[config.mk]
export PLATFORM = sky130hd
export DESIGN_NAME = jedro_1_ifu
export DESIGN_NICKNAME = d
export VERILOG_FILES = /design/src/rtl/jedro_1_defines.sv /design/src/rtl/jedro_1_ifu_fifo.sv /design/src/rtl/jedro_1_ifu.sv
export SDC_FILE = /design/constraint.sdc
export NUM_CORES = 1
export LEC_CHECK = 0
export CAP_MARGIN = 15
export CORE_UTILIZATION = 52
export DETAILED_ROUTE_END_ITERATION = 10
export GPL_TIMING_DRIVEN = 0
export PLACE_DENSITY = 0.91
export SYNTH_ARGS = -nofsm -noshare
export SYNTH_HDL_FRONTEND = slang
export SYNTH_SLANG_ARGS = --single-unit
[constraint.sdc]
create_clock -name clk_i -period 3.1 [get_ports clk_i]
set_input_delay 0.465 -clock clk_i [delete_from_list [all_inputs] [get_ports clk_i]]
set_output_delay 0.465 -clock clk_i [all_outputs]
set_load 0.01 [all_outputs]
[src/rtl/jedro_1_defines.sv]
// jedro_1 shared definitions: bus widths, boot address and the
// fetch entry carried from the IFU prefetch buffer to decode.
package jedro_1_defines;

    localparam int unsigned DATA_WIDTH = 32;
    localparam int unsigned ADDR_WIDTH = 32;

    localparam logic [ADDR_WIDTH-1:0] BOOT_ADDR_DEFAULT = 32'h0000_0000;

    typedef struct packed {
        logic [ADDR_WIDTH-1:0] pc;
        logic [DATA_WIDTH-1:0] instr;
    } fetch_entry_t;

    function automatic logic [ADDR_WIDTH-1:0] word_align(
        input logic [ADDR_WIDTH-1:0] a
    );
        return {a[ADDR_WIDTH-1:2], 2'b00};
    endfunction

endpackage

[src/rtl/jedro_1_ifu_fifo.sv]
// Prefetch FIFO of fetch entries; flush dominates push and pop.
// DEPTH must be a power of two so the pointers wrap naturally.
module jedro_1_ifu_fifo
    import jedro_1_defines::*;
#(
    parameter int unsigned DEPTH = 2,
    localparam int unsigned AW = $clog2(DEPTH)
) (
    input  logic         clk_i,
    input  logic         rstn_i,
    input  logic         flush_i,
    input  logic         push_i,
    input  fetch_entry_t data_i,
    input  logic         pop_i,
    output fetch_entry_t data_o,
    output logic [AW:0]  count_o,
    output logic         empty_o,
    output logic         full_o
);

    localparam logic [AW:0] DEPTH_C = DEPTH[AW:0];

    fetch_entry_t  mem_q [DEPTH];
    fetch_entry_t  mem_d [DEPTH];
    logic [AW-1:0] wr_ptr_q, wr_ptr_d;
    logic [AW-1:0] rd_ptr_q, rd_ptr_d;
    logic [AW:0]   count_q, count_d;
    logic          do_push, do_pop;

    assign empty_o = (count_q == '0);
    assign full_o  = (count_q == DEPTH_C);
    assign count_o = count_q;
    assign data_o  = mem_q[rd_ptr_q];
    assign do_pop  = pop_i & ~empty_o;
    assign do_push = push_i & (~full_o | do_pop);

    always_comb begin
        mem_d    = mem_q;
        wr_ptr_d = wr_ptr_q;
        rd_ptr_d = rd_ptr_q;
        count_d  = count_q;
        if (flush_i) begin
            wr_ptr_d = '0;
            rd_ptr_d = '0;
            count_d  = '0;
        end else begin
            if (do_push) begin
                mem_d[wr_ptr_q] = data_i;
                wr_ptr_d        = wr_ptr_q + AW'(1);
            end
            if (do_pop) begin
                rd_ptr_d = rd_ptr_q + AW'(1);
            end
            count_d = count_q
                    + {{AW{1'b0}}, do_push}
                    - {{AW{1'b0}}, do_pop};
        end
    end

    always_ff @(posedge clk_i or negedge rstn_i) begin
        if (!rstn_i) begin
            for (int unsigned i = 0; i < DEPTH; i++) begin
                mem_q[i] <= '0;
            end
            wr_ptr_q <= '0;
            rd_ptr_q <= '0;
            count_q  <= '0;
        end else begin
            mem_q    <= mem_d;
            wr_ptr_q <= wr_ptr_d;
            rd_ptr_q <= rd_ptr_d;
            count_q  <= count_d;
        end
    end

endmodule

[src/rtl/jedro_1_ifu.sv]
// jedro_1 instruction fetch: drives the synchronous ROM, buffers words
// with their PCs and hands them to decode; redirects flush everything.
module jedro_1_ifu
    import jedro_1_defines::*;
#(
    parameter logic [ADDR_WIDTH-1:0] BOOT_ADDR  = BOOT_ADDR_DEFAULT,
    parameter int unsigned           FIFO_DEPTH = 2
) (
    input  logic        clk_i,
    input  logic        rstn_i,
    output logic [31:0] iram_addr_o,
    input  logic [31:0] iram_rdata_i,
    output logic [31:0] instr_o,
    output logic [31:0] addr_o,
    output logic        instr_valid_o,
    input  logic        dec_ready_i,
    input  logic [31:0] jmp_addr_i,
    input  logic        jmp_addr_valid_i,
    output logic        jmp_misaligned_o
);

    localparam int unsigned AW = $clog2(FIFO_DEPTH);
    localparam int unsigned CW = AW + 2;

    logic [31:0]   fetch_pc_q, fetch_pc_d;
    logic [31:0]   inflight_pc_q, inflight_pc_d;
    logic          inflight_q, inflight_d;
    logic          misaligned_q, misaligned_d;

    logic          pop, push, issue;
    logic [CW-1:0] credit;
    logic [AW:0]   fifo_count;
    logic          fifo_empty, fifo_full;
    fetch_entry_t  head, resp;

    assign resp   = '{pc: inflight_pc_q, instr: iram_rdata_i};
    assign pop    = instr_valid_o & dec_ready_i;
    assign push   = inflight_q & ~jmp_addr_valid_i;

    // Slots already claimed, counting the word still in the ROM pipe.
    assign credit = CW'(fifo_count) + CW'(inflight_q) - CW'(pop);
    assign issue  = ~jmp_addr_valid_i & (credit < CW'(FIFO_DEPTH));

    always_comb begin
        fetch_pc_d    = fetch_pc_q;
        inflight_d    = issue;
        inflight_pc_d = fetch_pc_q;
        misaligned_d  = jmp_addr_valid_i & (|jmp_addr_i[1:0]);
        if (jmp_addr_valid_i) begin
            fetch_pc_d = word_align(jmp_addr_i);
        end else if (issue) begin
            fetch_pc_d = fetch_pc_q + 32'd4;
        end
    end

    always_ff @(posedge clk_i or negedge rstn_i) begin
        if (!rstn_i) begin
            fetch_pc_q    <= BOOT_ADDR;
            inflight_pc_q <= '0;
            inflight_q    <= 1'b0;
            misaligned_q  <= 1'b0;
        end else begin
            fetch_pc_q    <= fetch_pc_d;
            inflight_pc_q <= inflight_pc_d;
            inflight_q    <= inflight_d;
            misaligned_q  <= misaligned_d;
        end
    end

    jedro_1_ifu_fifo #(
        .DEPTH (FIFO_DEPTH)
    ) u_fifo (
        .clk_i   (clk_i),
        .rstn_i  (rstn_i),
        .flush_i (jmp_addr_valid_i),
        .push_i  (push),
        .data_i  (resp),
        .pop_i   (pop),
        .data_o  (head),
        .count_o (fifo_count),
        .empty_o (fifo_empty),
        .full_o  (fifo_full)
    );

    assign iram_addr_o      = fetch_pc_q;
    assign instr_o          = head.instr;
    assign addr_o           = head.pc;
    assign instr_valid_o    = ~fifo_empty;
    assign jmp_misaligned_o = misaligned_q;

    a_no_overflow: assert property (
        @(posedge clk_i) disable iff (!rstn_i) !(push && fifo_full)
    );

endmodule
==> results of run 1 <==
-- layer usage --
metal / global-route usage, % / vias to the layer above / share of wire [%]
met5: 0 / - / 0
li1: - / 2419 / -
met2: 40.2 / 170 / 51
met4: 10.8 / 0 / 2.6
met1: 29.4 / 2664 / 42
met3: 4.22 / 38 / 4.5
-- cells in the final DEF, fill, tap and decap left out, types with 3 or more instances in the layout --
cell             instances
nor2_1                   8
nand2_1                 37
and2_1                   4
clkbuf_16               17
clkbuf_2                 5
xnor2_1                 29
mux2_2                 124
nor3_1                   3
buf_2                    9
nor3_2                   4
nand3_1                  6
mux2_1                  64
o21ai_1                 23
clkbuf_8                 4
nor4_2                   4
bufinv_16                3
dfrtp_1                189
clkdlybuf4s50_1        159
clkbuf_1                16
and3_1                   5
inv_1                   10
o21ai_0                  5
nand4_1                  5
conb_1                   4
nor4_4                   6
buf_4                    7
ha_1                     4
-- flip-flops by register name, summed over array words and instances, names as in the netlist --
name and count:
u_fifo.wr_ptr_q 1, u_fifo.count_o 2, iram_addr_o 30, inflight_pc_q 30
u_fifo.rd_ptr_q 1, inflight_q 1, jmp_misaligned_o 1, u_fifo.mem_q 124
-- report_power, final --
part           internal [uW]  switching [uW]  leakage (uW)
Combinational           2350            1560       0.00205
Clock                   1360             902      0.000299
Sequential              3390             523       0.00233
-- logic make-up (layout without fill, tap and decap cells) --
group                    after synthesis  in the layout  share of synthesized area, %
multiplexers                         189            189                          25.9
flip-flops                           190            190                          57.8
buffers and inverters                 50            243                          2.89
AND/OR/NAND/NOR                       94             94                          7.32
AO/OA/AOI/OAI                         29             29                          1.83
adder cells (fa/ha/maj)                5              5                         0.852
XOR/XNOR                              32             32                          3.41
other                                  1              4                        0.0456
-- critical path: stages (launching register included) --
cell	delay, ns
dfrtp_2	0.45
inv_2	0.10
nand2_1	0.09
and2_1	0.20
ha_1	0.28
inv_1	0.07
nand2_1	0.08
fa_2	0.57
nand4_1	0.14
nand2b_1	0.18
buf_4	0.21
nor4_4	0.24
xnor2_1	0.15
o21ai_1	0.08
-- how the worst max path moves through the flow --
| stage | from | end | slack, ns | depth (start not counted) |
|---|---|---|---|---|
| after detailed placement | dec_ready_i | iram_addr_o[11] | -0.77 | 12 |
| after global routing | u_fifo.count_o[1] | iram_addr_o[28] | -0.02 | 13 |
| final | u_fifo.count_o[1] | iram_addr_o[30] | 0.12 | 13 |
| after CTS | u_fifo.count_o[1] | iram_addr_o[27] | 0.01 | 13 |
| after global placement | rstn_i | u_fifo.mem_q[2] | -5.55 | 1 |
| after floorplan | u_fifo.count_o[1] | iram_addr_o[15] | 0.20 | 13 |
-- cell type report --
type / count / share of cell area [%]
Buffer: 36 / 1.84
Tap cell: 211 / 2.44
Clock inverter: 9 / 1.23
Inverter: 12 / 0.416
Clock buffer: 23 / 4.51
Timing Repair Buffer: 163 / 15.2
Multi-Input combinational cell: 353 / 30.4
Sequential cell: 190 / 43.9
-- timing repair --
item | CTS | global route
setup buffers | 2 | 0
pin swaps | 1 | 2
setup endpoints to repair | 58 | 26
gates resized for setup | 9 | 9
-- through the flow --
stage | power, uW | worst slack [ns] | util [%] | hold WS [ns] | instances
floorplan | 5910 | 0.202 | - | 0.169 | 593
global placement | 7620 | -5.55 | 66.0 | 0.434 | 964
detailed placement | 7840 | -0.775 | 66.2 | 0.437 | 965
CTS | 10200 | 0.0124 | 70.4 | 0.0742 | 999
global route | 10600 | -0.0223 | 70.7 | 0.101 | 997
finish | 10100 | 0.120 | 70.7 | 0.0460 | 997
==> impl_metrics.py, run 1 <==
metrics = {
    "status": {
        "run_status": "finished, final reports clean",
    },
    "floorplanning": {
        "coreArea_um2": 15300,
        "row_count": 45,
        "io_pins": 166,
        "die_h_um": 128,
        "die_area_um2": 16300,
        "chipWidth_um": 128,
        "start_util_pct": 53.7,
    },
    "critical_path": {
        "cp-start-kind": "register",
        "rrSetupSlack_ns": 0.12,
        "rr_worst_depth": 13,
        "crit_path_max_fanout": 10,
        "crit_arrival_ns": 3.27,
        "r2r_start": "u_fifo.count_o[1]",
        "cp.required_ns": 3.39,
        "critPathKind": "register to register",
        "worstSetupEndpointType": "register",
        "worstReg2RegEnd": "iram_addr_o[30]",
    },
    "clock_network": {
        "cts_sinks": 190,
        "cts-root-buf": "clkbuf_16",
        "tritoncts": "built",
        "clk_pin_slew_ns": 0.06,
        "htreeDepth": 4,
        "hold_buffers": 0,
        "clk_latency_ns": 0.43,
        "clock_tree.buffer_depth": 2,
        "cts_made_buffers": 17,
    },
    "route": {
        "drt_iter0_markers": 279,
        "drt_wl_total_mm": 18.3,
        "vias": 5291,
        "vias_per_cell": 5.31,
        "drtPass1Iterations": 4,
        "postRouteAntennaNets": 0,
        "wl_per_cell_um": 18.4,
        "drc": 0,
    },
    "pwr": {
        "peakVddDrop_mv": 0.448,
        "pwr_density_cell_nw_per_um2": 932,
        "p_leak_uw": 0.00468,
    },
    "global_route": {
        "grt_pass1_wl_mm": 29.2,
        "globalRouteOverflowTotal": 0,
        "grt_use_total_pct": 23.6,
        "grt_pass1_vias": 5736,
        "antenna_found_initial": 0,
        "grt_max_degree": 97,
    },
    "min_path": {
        "hold_class": "input port to asynchronous set/reset pin",
    },
    "timing": {
        "worst_pin_slew_ns": 0.720,
        "max_freq_mhz": 336,
        "setup_tns_ns": 0,
        "hold_viol": 0,
        "finClkSkew_ns": 0.0106,
        "rsz0062_at_grt": "yes",
        "period_minus_slack_ns": 2.98,
        "post-route-period-util_pct": 96.1,
        "maxSlewViolCount": 0,
        "finalSetupViolCount": 0,
        "max_slew_margin_pct": 52.0,
    },
    "cells_and_area": {
        "multi_input_area_um2": 3290,
        "n_antenna_cell": 0,
        "fin_area_um2": 10800,
        "finalNetCount": 846,
        "drive_gt1_share_pct": 26.0,
        "fill_cells": 1047,
        "final-seq-area_um2": 4760,
        "syn_to_final_growth_pct": 31.6,
    },
    "place": {
        "place_congestion": 0.825,
        "place_hpwl_mm": 12.9,
        "place_area_um2": 10100,
        "port_buffers": 160,
    },
    "logic_synthesis": {
        "ys_ff_latch": 190,
        "synth.most_common_cell": "dfrtp_1",
        "yosysTopAreaCell": "dfrtp_1",
        "synth_top_area_share_pct": 57.8,
        "ys_warn_count": 0,
        "synth_edf_count": 0,
        "yosysUniqueCellTypes": 41,
        "synthCells": 590,
        "syn_area_um2": 8230,
        "syn_area_per_cell_um2": 13.9,
        "yosys-top-cells-count": "190 x dfrtp_1, 124 x mux2_2, 64 x mux2_1",
        "synth_async_sr_flop_share_pct": 100,
        "ys_seq_area_share_pct": 57.8,
        "ys.flop_type": "dfrtp_1",
        "ys_top_cells_by_area": "dfrtp_1 58%, mux2_2 17%, mux2_1 8.8%",
    },
    "job": {
        "cap_violations": 0,
    },
}
No activity file was read; power rests on OpenSTA's default activity.
==> run 2, diff against run 1 <==
CORE_UTILIZATION = 47   (was 52)
PLACE_DENSITY = 0.87   (was 0.91)
clock period = 2.6 ns   (was 3.1 ns; I/O delays follow)
==> impl_metrics.py, run 2 (synthesis results as in run 1) <==
metrics = {
    "floorplanning": {
        "die_h_um": 134,
        "start_util_pct": 47.9,
        "coreArea_um2": 17200,
        "io_pins": 166,
        "chipWidth_um": 134,
        "die_area_um2": 18000,
        "row_count": 48,
    },
    "pwr": {
        "p_sw_share_pct": 28.9,
        "pwr_density_cell_nw_per_um2": 1100,
        "p_leak_uw": 0.00491,
        "p_comb_share_pct": 38.6,
        "peakVddDrop_mv": 0.522,
        "power.internal_uw": 8690,
        "power.total_uw": 12200,
        "seq_power_share_pct": 38.1,
        "p_switching_uw": 3530,
        "pwr-share-clk_pct": 23.3,
    },
    "clock_network": {
        "clock_tree.buffer_depth": 2,
        "htreeDepth": 4,
        "cts_sinks": 190,
        "tritoncts": "built",
        "clk_pin_slew_ns": 0.07,
        "cts_made_buffers": 17,
        "clk_latency_ns": 0.43,
        "cts-root-buf": "clkbuf_16",
    },
    "route": {
        "postRouteAntennaNets": 0,
        "drc": 0,
        "drtPass1Iterations": 4,
        "drt_wl_total_mm": 17.9,
        "vias": 5222,
        "vias_per_cell": 5.12,
        "wl_per_cell_um": 17.6,
        "drt_iter0_markers": 217,
    },
    "global_route": {
        "globalRouteOverflowTotal": 0,
        "grt_pass1_wl_mm": 28.7,
        "grt_max_degree": 118,
        "grt_use_total_pct": 20.8,
        "antenna_found_initial": 0,
        "grt_pass1_vias": 5507,
    },
    "cells_and_area": {
        "layout_commonest_cell": "dfrtp_1",
        "syn_to_final_growth_pct": 35.5,
        "final_cells": 1020,
        "n_antenna_cell": 0,
        "largest_register_ffs": 124,
        "finalNetCount": 857,
        "final_cell_mix": "188 x dfrtp_1, 159 x clkdlybuf4s50_1, 124 x mux2_2",
        "fin_area_um2": 11100,
        "max_flop_register": "u_fifo.mem_q",
        "drive_gt1_share_pct": 28.9,
    },
    "timing": {
        "post-route-period-util_pct": 103,
        "period_minus_slack_ns": 2.69,
        "max_slew_margin_pct": 54.4,
        "worst_pin_slew_ns": 0.685,
        "maxSlewViolCount": 0,
        "whs_ns": 0.450,
        "rsz0062_at_grt": "yes",
        "finalSetupViolCount": 7,
        "finClkSkew_ns": 0.0112,
        "setup_ws_ns": -0.0888,
        "hold_viol": 0,
        "max_freq_mhz": 372,
    },
    "place": {
        "place_hpwl_mm": 12.3,
        "port_buffers": 160,
        "place_ws_ns": -0.769,
        "place_congestion": 0.770,
        "place_area_um2": 10300,
        "dp_cells": 979,
    },
    "status": {
        "run_status": "finished with violations",
        "violations": "negative setup slack",
    },
    "critical_path": {
        "worstSetupEndpointType": "register",
        "crit_path_max_fanout": 4,
        "cp.required_ns": 2.90,
        "worstReg2RegEnd": "iram_addr_o[12]",
        "crit_arrival_ns": 2.99,
        "rrSetupSlack_ns": -0.09,
        "rr_worst_depth": 13,
        "cp-start-kind": "register",
        "r2r_start": "u_fifo.count_o[1]",
        "critPathKind": "register to register",
    },
    "min_path": {
        "worstHoldStart": "iram_addr_o[31]",
        "hold_class": "register to register",
        "holdPathEnd": "inflight_pc_q[31]",
        "min_path_cells": 0,
    },
    "job": {
        "cap_violations": 0,
    },
}
-- run 2: changes by cell type in the layout (fill, tap and decap cells not counted), sizes merged --
cell | previous run | this run
clkinv | 4 | 2
dlygate4sd3 | 0 | 1
bufinv | 3 | 5
buf | 20 | 32
inv | 12 | 16
clkinvlp | 2 | 1
clkbuf | 43 | 36
-- run 2: per-stage QoR --
step	utilization (%)	setup TNS, ns
floorplan	-	-0.130
global route	64.9	-1.91
CTS	64.3	-0.142
detailed placement	59.7	-22.88
global placement	59.5	-1282.04
finish	64.9	-0.224
-- run 2: layout make-up --
| class | instances | area (um^2) |
|---|---|---|
| clock inverters | 12 | 206 |
| plain buffers | 36 | 236 |
| inverters | 12 | 45.0 |
| clock buffers | 18 | 439 |
| well taps | 225 | 282 |
| multi-input cells | 353 | 3430 |
| fillers | 1268 | 6030 |
| flip-flops and latches | 190 | 4760 |
| repair buffers | 174 | 1750 |
-- run 2: worst max path at each step --
stage                        endpoint               from  depth (start not counted)  slack [ns]
finish                iram_addr_o[12]  u_fifo.count_o[1]                         13       -0.09
global route          iram_addr_o[12]  u_fifo.count_o[1]                         13       -0.21
CTS                   iram_addr_o[24]  u_fifo.count_o[1]                         13       -0.04
detailed placement    iram_addr_o[11]        dec_ready_i                         12       -0.77
global placement    inflight_pc_q[25]             rstn_i                          1       -6.65
floorplan             iram_addr_o[11]  u_fifo.count_o[1]                         13       -0.05
-- run 2: worst max-delay path, stage by stage, from the launching register on --
cell,delay (ns)
dfrtp_2,0.42
inv_2,0.06
nand2_2,0.05
and2_4,0.16
ha_4,0.21
inv_2,0.06
nand2_2,0.05
fa_2,0.55
nand4_1,0.14
buf_4,0.18
nor3b_4,0.26
and3_4,0.24
xnor2_2,0.11
o21ai_1,0.08
-- run 2: routing by layer --
layer | wire [um] | vias up | global-route usage (%)
met5 | 0 | - | 0
met4 | 320 | 0 | 7.12
met3 | 726 | 23 | 3.55
met2 | 8790 | 128 | 34.9
met1 | 8110 | 2637 | 27.4
li1 | - | 2434 | -
-- run 2: power by group through the flow --
stage                     combinational [uW]  clock, uW  sequential [uW]
after global placement                  4550          0             4610
after floorplan                         2580          0             4510
final                                   4720       2850             4650
after detailed placement                4650          0             4680
after global routing                    5060       3020             4790
after CTS                               4760       2900             4650
-- run 2: timing repair --
item	in CTS	in global routing
resized for setup	20	18
pin swaps	9	12
endpoints found under the hold margin	73	0
hold buffers	1	0
gates cloned	1	0
buffers inserted	7	4
setup endpoints to repair	85	44
==> run 3, diff against run 2 <==
CELL_PAD_IN_SITES_DETAIL_PLACEMENT = 0   (was not set)
CELL_PAD_IN_SITES_GLOBAL_PLACEMENT = 1   (was not set)
CORE_UTILIZATION = 38   (was 47)
clock period = 2.2 ns   (was 2.6 ns; I/O delays follow)
==> impl_metrics.py, run 3 (synthesis results as in run 1) <==
metrics = {
    "status": {
        "run_status": "finished with violations",
        "violations": "negative setup slack",
    },
    "floorplanning": {
        "die_area_um2": 22200,
        "io_pins": 166,
        "coreArea_um2": 21200,
        "row_count": 53,
        "die_h_um": 149,
        "chipWidth_um": 149,
        "start_util_pct": 38.9,
    },
    "route": {
        "drc": 0,
        "vias_per_cell": 4.85,
        "drt_wl_total_mm": 18.6,
        "vias": 5270,
        "drtPass1Iterations": 4,
        "drt_iter0_markers": 124,
        "wl_per_cell_um": 17.1,
        "postRouteAntennaNets": 0,
    },
    "min_path": {
        "holdPathEnd": "iram_addr_o[17]",
        "min_path_cells": 3,
        "worstHoldStart": "jmp_addr_i[17]",
        "hold_class": "input port to register",
    },
    "critical_path": {
        "cp_cell_sequence": "inv_2 -> nand2_2 -> and2_4 -> ha_4 -> inv_2 -> nand2_2 -> fa_2 -> buf_4 -> nand4_1 -> buf_4 -> clkbuf_16 -> nor4_4 -> xnor2_1 -> o21ai_1",
        "crit_arrival_ns": 2.97,
        "critPathKind": "register to register",
        "r2r_start": "u_fifo.count_o[1]",
        "worstReg2RegEnd": "iram_addr_o[25]",
        "cp.required_ns": 2.50,
        "crit_path_max_fanout": 5,
        "crit_family": "adder cells",
        "cp_slowest_stage_delay_ns": 0.53,
        "worstSetupEndpointType": "register",
        "cp-start-kind": "register",
        "rrSetupSlack_ns": -0.47,
        "rr_worst_depth": 14,
        "critPathBufInv": 5,
        "worst_path_max_delay_cell": "fa_2",
    },
    "cells_and_area": {
        "drive_gt1_share_pct": 32.3,
        "max_flop_register": "u_fifo.mem_q",
        "largest_register_ffs": 124,
        "finalNetCount": 872,
        "n_antenna_cell": 0,
        "fill_cells": 1789,
        "multi_input_area_um2": 3510,
        "final-seq-area_um2": 4760,
        "final_cell_mix": "188 x dfrtp_1, 123 x mux2_2, 98 x clkdlybuf4s50_1",
        "layout_commonest_cell": "dfrtp_1",
        "fin_util_pct": 54.0,
        "syn_to_final_growth_pct": 38.9,
    },
    "timing": {
        "finalSetupViolCount": 30,
        "period_minus_slack_ns": 2.67,
        "worst_pin_slew_ns": 0.631,
        "post-route-period-util_pct": 122,
        "setup_tns_ns": -10.95,
        "max_freq_mhz": 374,
        "finClkSkew_ns": 0.00998,
        "rsz0062_at_grt": "yes",
        "max_slew_margin_pct": 57.9,
        "maxSlewViolCount": 0,
        "setup_ws_ns": -0.473,
        "whs_ns": 0.432,
        "hold_viol": 0,
    },
    "clock_network": {
        "cts-root-buf": "clkbuf_16",
        "clock_tree.buffer_depth": 2,
        "clk_pin_slew_ns": 0.08,
        "tritoncts": "built",
        "cts_made_buffers": 17,
        "clk_latency_ns": 0.43,
        "htreeDepth": 4,
        "cts_sinks": 190,
    },
    "global_route": {
        "grt_max_degree": 112,
        "grt_pass1_wl_mm": 29.3,
        "globalRouteOverflowTotal": 0,
        "grt_pass1_vias": 5485,
        "antenna_found_initial": 0,
        "grt_use_total_pct": 17.4,
    },
    "pwr": {
        "peakVddDrop_mv": 0.485,
        "pwr_density_cell_nw_per_um2": 1230,
        "p_leak_uw": 0.00520,
    },
    "place": {
        "place_congestion": 0.746,
        "place_hpwl_mm": 12.5,
        "port_buffers": 160,
    },
    "job": {
        "cap_violations": 0,
    },
}
-- run 3: where the power goes --
part / switching [uW] / leakage (uW) / internal [uW]
clock: 1390 / 0.000303 / 1770
sequential: 690 / 0.00233 / 4780
combinational: 2240 / 0.00256 / 3210
total: 4310 / 0.00520 / 9750
-- run 3: per-layer routing --
metal / global-route usage [%] / share of wire [%] / up-vias
met1: 23.2 / 46 / 2670
met2: 28.6 / 49 / 114
met4: 5.46 / 1.3 / 0
met3: 3.12 / 3.3 / 18
li1: - / - / 2468
met5: 0 / 0 / -
-- run 3: how the worst max path moves through the flow --
stage                 startpoint                to  slack (ns)  cells after the start
2_1_floorplan  u_fifo.count_o[1]   iram_addr_o[11]       -0.44                     13
3_3_place_gp              rstn_i  u_fifo.mem_q[68]       -7.11                      1
3_5_place_dp         dec_ready_i   iram_addr_o[11]       -1.05                     12
4_1_cts        u_fifo.count_o[1]   iram_addr_o[26]       -0.46                     13
5_1_grt        u_fifo.count_o[1]   iram_addr_o[23]       -0.58                     14
6_report       u_fifo.count_o[1]   iram_addr_o[25]       -0.47                     14
-- run 3: worst reg2reg max path: stages, from the launching register on --
cell and delay (ns):
dfrtp_2 0.41, inv_2 0.07, nand2_2 0.05, and2_4 0.16
ha_4 0.21, inv_2 0.05, nand2_2 0.05, fa_2 0.53
buf_4 0.11, nand4_1 0.15, buf_4 0.21, clkbuf_16 0.17
nor4_4 0.15, xnor2_1 0.14, o21ai_1 0.07
-- run 3: timing repair --
item | in CTS | in global routing
setup buffers | 20 | 7
endpoints found under the hold margin | 79 | 0
pin swaps | 18 | 20
hold buffers | 1 | 0
setup endpoints to repair | 201 | 145
gates cloned | 0 | 1
gates resized for setup | 114 | 35
-- run 3: final cells by class --
cell class              count  share of cell area (%)
flip-flops and latches    190                    41.6
multi-input cells         353                    30.7
repair buffers            190                    16.1
clock buffers              19                    3.96
well taps                 275                    3.01
plain buffers              35                    2.85
clock inverters            13                    1.31
inverters                  12                   0.394
-- run 3: metrics by stage --
| step | setup slack (ns) | power (uW) | std cells | instance area [um^2] |
|---|---|---|---|---|
| finish | -0.473 | 14100 | 1087 | 11400 |
| global route | -0.582 | 14900 | 1087 | 11400 |
| CTS | -0.457 | 14200 | 1080 | 11200 |
| detailed placement | -1.05 | 11100 | 1029 | 10300 |
| global placement | -7.11 | 10900 | 1028 | 10300 |
| floorplan | -0.443 | 8390 | 593 | 8350 |
==> RTL change (flow settings as in run 2) <==
Make the reset (`rstn_i`) synchronous in 2 clocked blocks.
--- a/src/rtl/jedro_1_ifu_fifo.sv
+++ b/src/rtl/jedro_1_ifu_fifo.sv
@@ -57,7 +57,7 @@
         end
     end
 
-    always_ff @(posedge clk_i or negedge rstn_i) begin
+    always_ff @(posedge clk_i) begin
         if (!rstn_i) begin
             for (int unsigned i = 0; i < DEPTH; i++) begin
                 mem_q[i] <= '0;
--- a/src/rtl/jedro_1_ifu.sv
+++ b/src/rtl/jedro_1_ifu.sv
@@ -53,7 +53,7 @@
         end
     end
 
-    always_ff @(posedge clk_i or negedge rstn_i) begin
+    always_ff @(posedge clk_i) begin
         if (!rstn_i) begin
             fetch_pc_q    <= BOOT_ADDR;
             inflight_pc_q <= '0;
Function: differs if rstn_i is asserted again (counterexample within 4 cycles, from zero or initial values and one cycle with rstn_i low); with rstn_i held inactive, the same outputs for 4 cycles.
==> RTL change against run 2 <==
The flow still finishes with violations (setup timing); synthesized area down 0.97%; first-iteration DRC count up 79%; wire length up 23%; global-route usage up 3.4 points; design area down 2.3%; sequential cell count unchanged; synthesized cell count up 54%; worst setup slack worse by 0.094 ns; non-clock buffer count up 31; largest cell class is now multi-input combinational cells; critical path depth unchanged.
Power is not compared: it rests on default switching activity, and its combinational part moved more than twofold at a synthesized area within 25%.
==> RTL change: results (changes against run 2) <==
INFO  global_route   grt_start_max_net_pins=17 [-86%]
INFO  status         violations=setup timing
INFO  worst_setup_path r2r_end=iram_addr_o[31]
INFO  global_route   first_global_vias=6,603 [+20%]
INFO  clock_tree     cts_setup_buffers=10 [+3]
INFO  cells_and_area n_fill_cell=1,353 [+6.7%]
INFO  cells_and_area non_clock_buffer_count=241 [+15%]
INFO  cells_and_area clkbuf_count=23 [+5]
INFO  logic_synthesis synth.area.top_cells=dfxtp_1 47%, nand2_1 12%, a21boi_1 11%
INFO  cells_and_area inv_count=8 [-4]
INFO  cells_and_area sh_seq_area=35.0% [-7.7 points]
INFO  logic_synthesis synth_common_cells=263 x nand2_1, 190 x dfxtp_1, 124 x a21boi_1
INFO  worst_setup_path path_max_fanout=8 [+4]
INFO  place          place.detailed.hpwl=14,400microns [+17%]
INFO  logic_synthesis async_flop_share=0% [-100 points]
INFO  place          port-buffer-count=159 [-0.63%]
INFO  sta            finClkSkew=0.0105ns [-0.000669 ns]
INFO  hold_path      hp-start=u_fifo.mem_q[93]
INFO  sta            timing.final.setup_violations=19 [+12]
INFO  cells_and_area post_layout_net_count=1,179 [+38%]
INFO  place          finalWeightedCongestion=0.860 [+12%]
INFO  cells_and_area multi_input_comb_cells=648 [+84%]
INFO  worst_setup_path capture_point_of_the_worst_path=iram_addr_o[31]
INFO  route          drt_first_iter_violations=388 [+79%]
INFO  sta            worstMarginPinSlew=0.694ns [+0.00904 ns]
INFO  global_route   track_usage=24.2% [+3.4 points]
INFO  clock_tree     cts_hold_buf=0 [-1]
INFO  hold_path      timing.hold.worst_endpoint=u_fifo.mem_q[93]
INFO  worst_setup_path cp.arrival=3.08ns [+0.09 ns]
INFO  cells_and_area post_route_cells_drive_above_1_share=16.6% [-12 points]
INFO  cells_and_area bufAreaShareNonClock=18.8% [+0.97 points]
INFO  cells_and_area clk_share=4.89% [-0.91 points]
INFO  global_route   wire_length_of_the_first_global_routing_pass=33,800microns [+18%]
INFO  status         status=finished, violations left
INFO  logic_synthesis synth_seq_area_share=46.7% [-11 points]
INFO  sta            fin_setup_tns=-1.12ns [-0.892 ns]
INFO  route          dr_total_vias=7,079 [+36%]
INFO  sta            finalWorstSetupSlack=-0.183ns [-0.0944 ns]
INFO  route          drt_wl_total=22,100microns [+23%]
-- RTL change: metal layers --
layer  vias to the layer above  global-route usage [%]  routed length (microns)
met5                         -                       0                        0
met1                      3307                    31.2                     9460
met4                         0                    9.79                      584
li1                       3423                       -                        -
met3                        41                    4.87                     1450
met2                       308                    39.6                    10600
-- RTL change: metrics by stage --
stage | hold slack (ns) | area [sq um] | instances | worst slack, ns
after floorplan | 0.431 | 8180 | 914 | -0.119
after global placement | 0.437 | 10000 | 1293 | -0.661
after detailed placement | 0.441 | 10000 | 1293 | -0.695
after CTS | 0.419 | 10700 | 1334 | -0.0643
after global routing | 0.467 | 10900 | 1339 | -0.237
final | 0.449 | 10900 | 1339 | -0.183
-- RTL change: critical path, cell delays in order (launching register included) --
cell and delay [ns]:
dfxtp_4 0.36, inv_4 0.07, nand2_4 0.05, and2_4 0.14, ha_4 0.21, inv_4 0.05
nand2_2 0.04, fa_2 0.56, nand4_4 0.19, nor4b_4 0.29, buf_6 0.18, nand4_1 0.20
xor2_1 0.23, a21oi_1 0.08
-- RTL change: power by group through the flow --
stage,combinational (uW),sequential (uW),clock [uW]
after floorplan,286,3140,0
after global placement,595,3150,0
after detailed placement,602,3150,0
after CTS,616,3090,2410
after global routing,678,3100,2530
final,635,3090,2390
-- RTL change: kinds of logic (layout without fill, tap and decap cells) --
| family | count (synthesis) | in the layout | synth area share (%) |
|---|---|---|---|
| xor gates and xnor gates | 27 | 27 | 2.90 |
| and+or+nand+nor | 369 | 369 | 21.2 |
| muxes | 63 | 63 | 8.69 |
| AOI/OAI and AO/OA | 180 | 180 | 15.2 |
| DFF | 190 | 190 | 46.7 |
| adders and majority gates | 5 | 5 | 0.860 |
| other | 1 | 4 | 0.0460 |
| buffers and inverters | 76 | 281 | 4.33 |
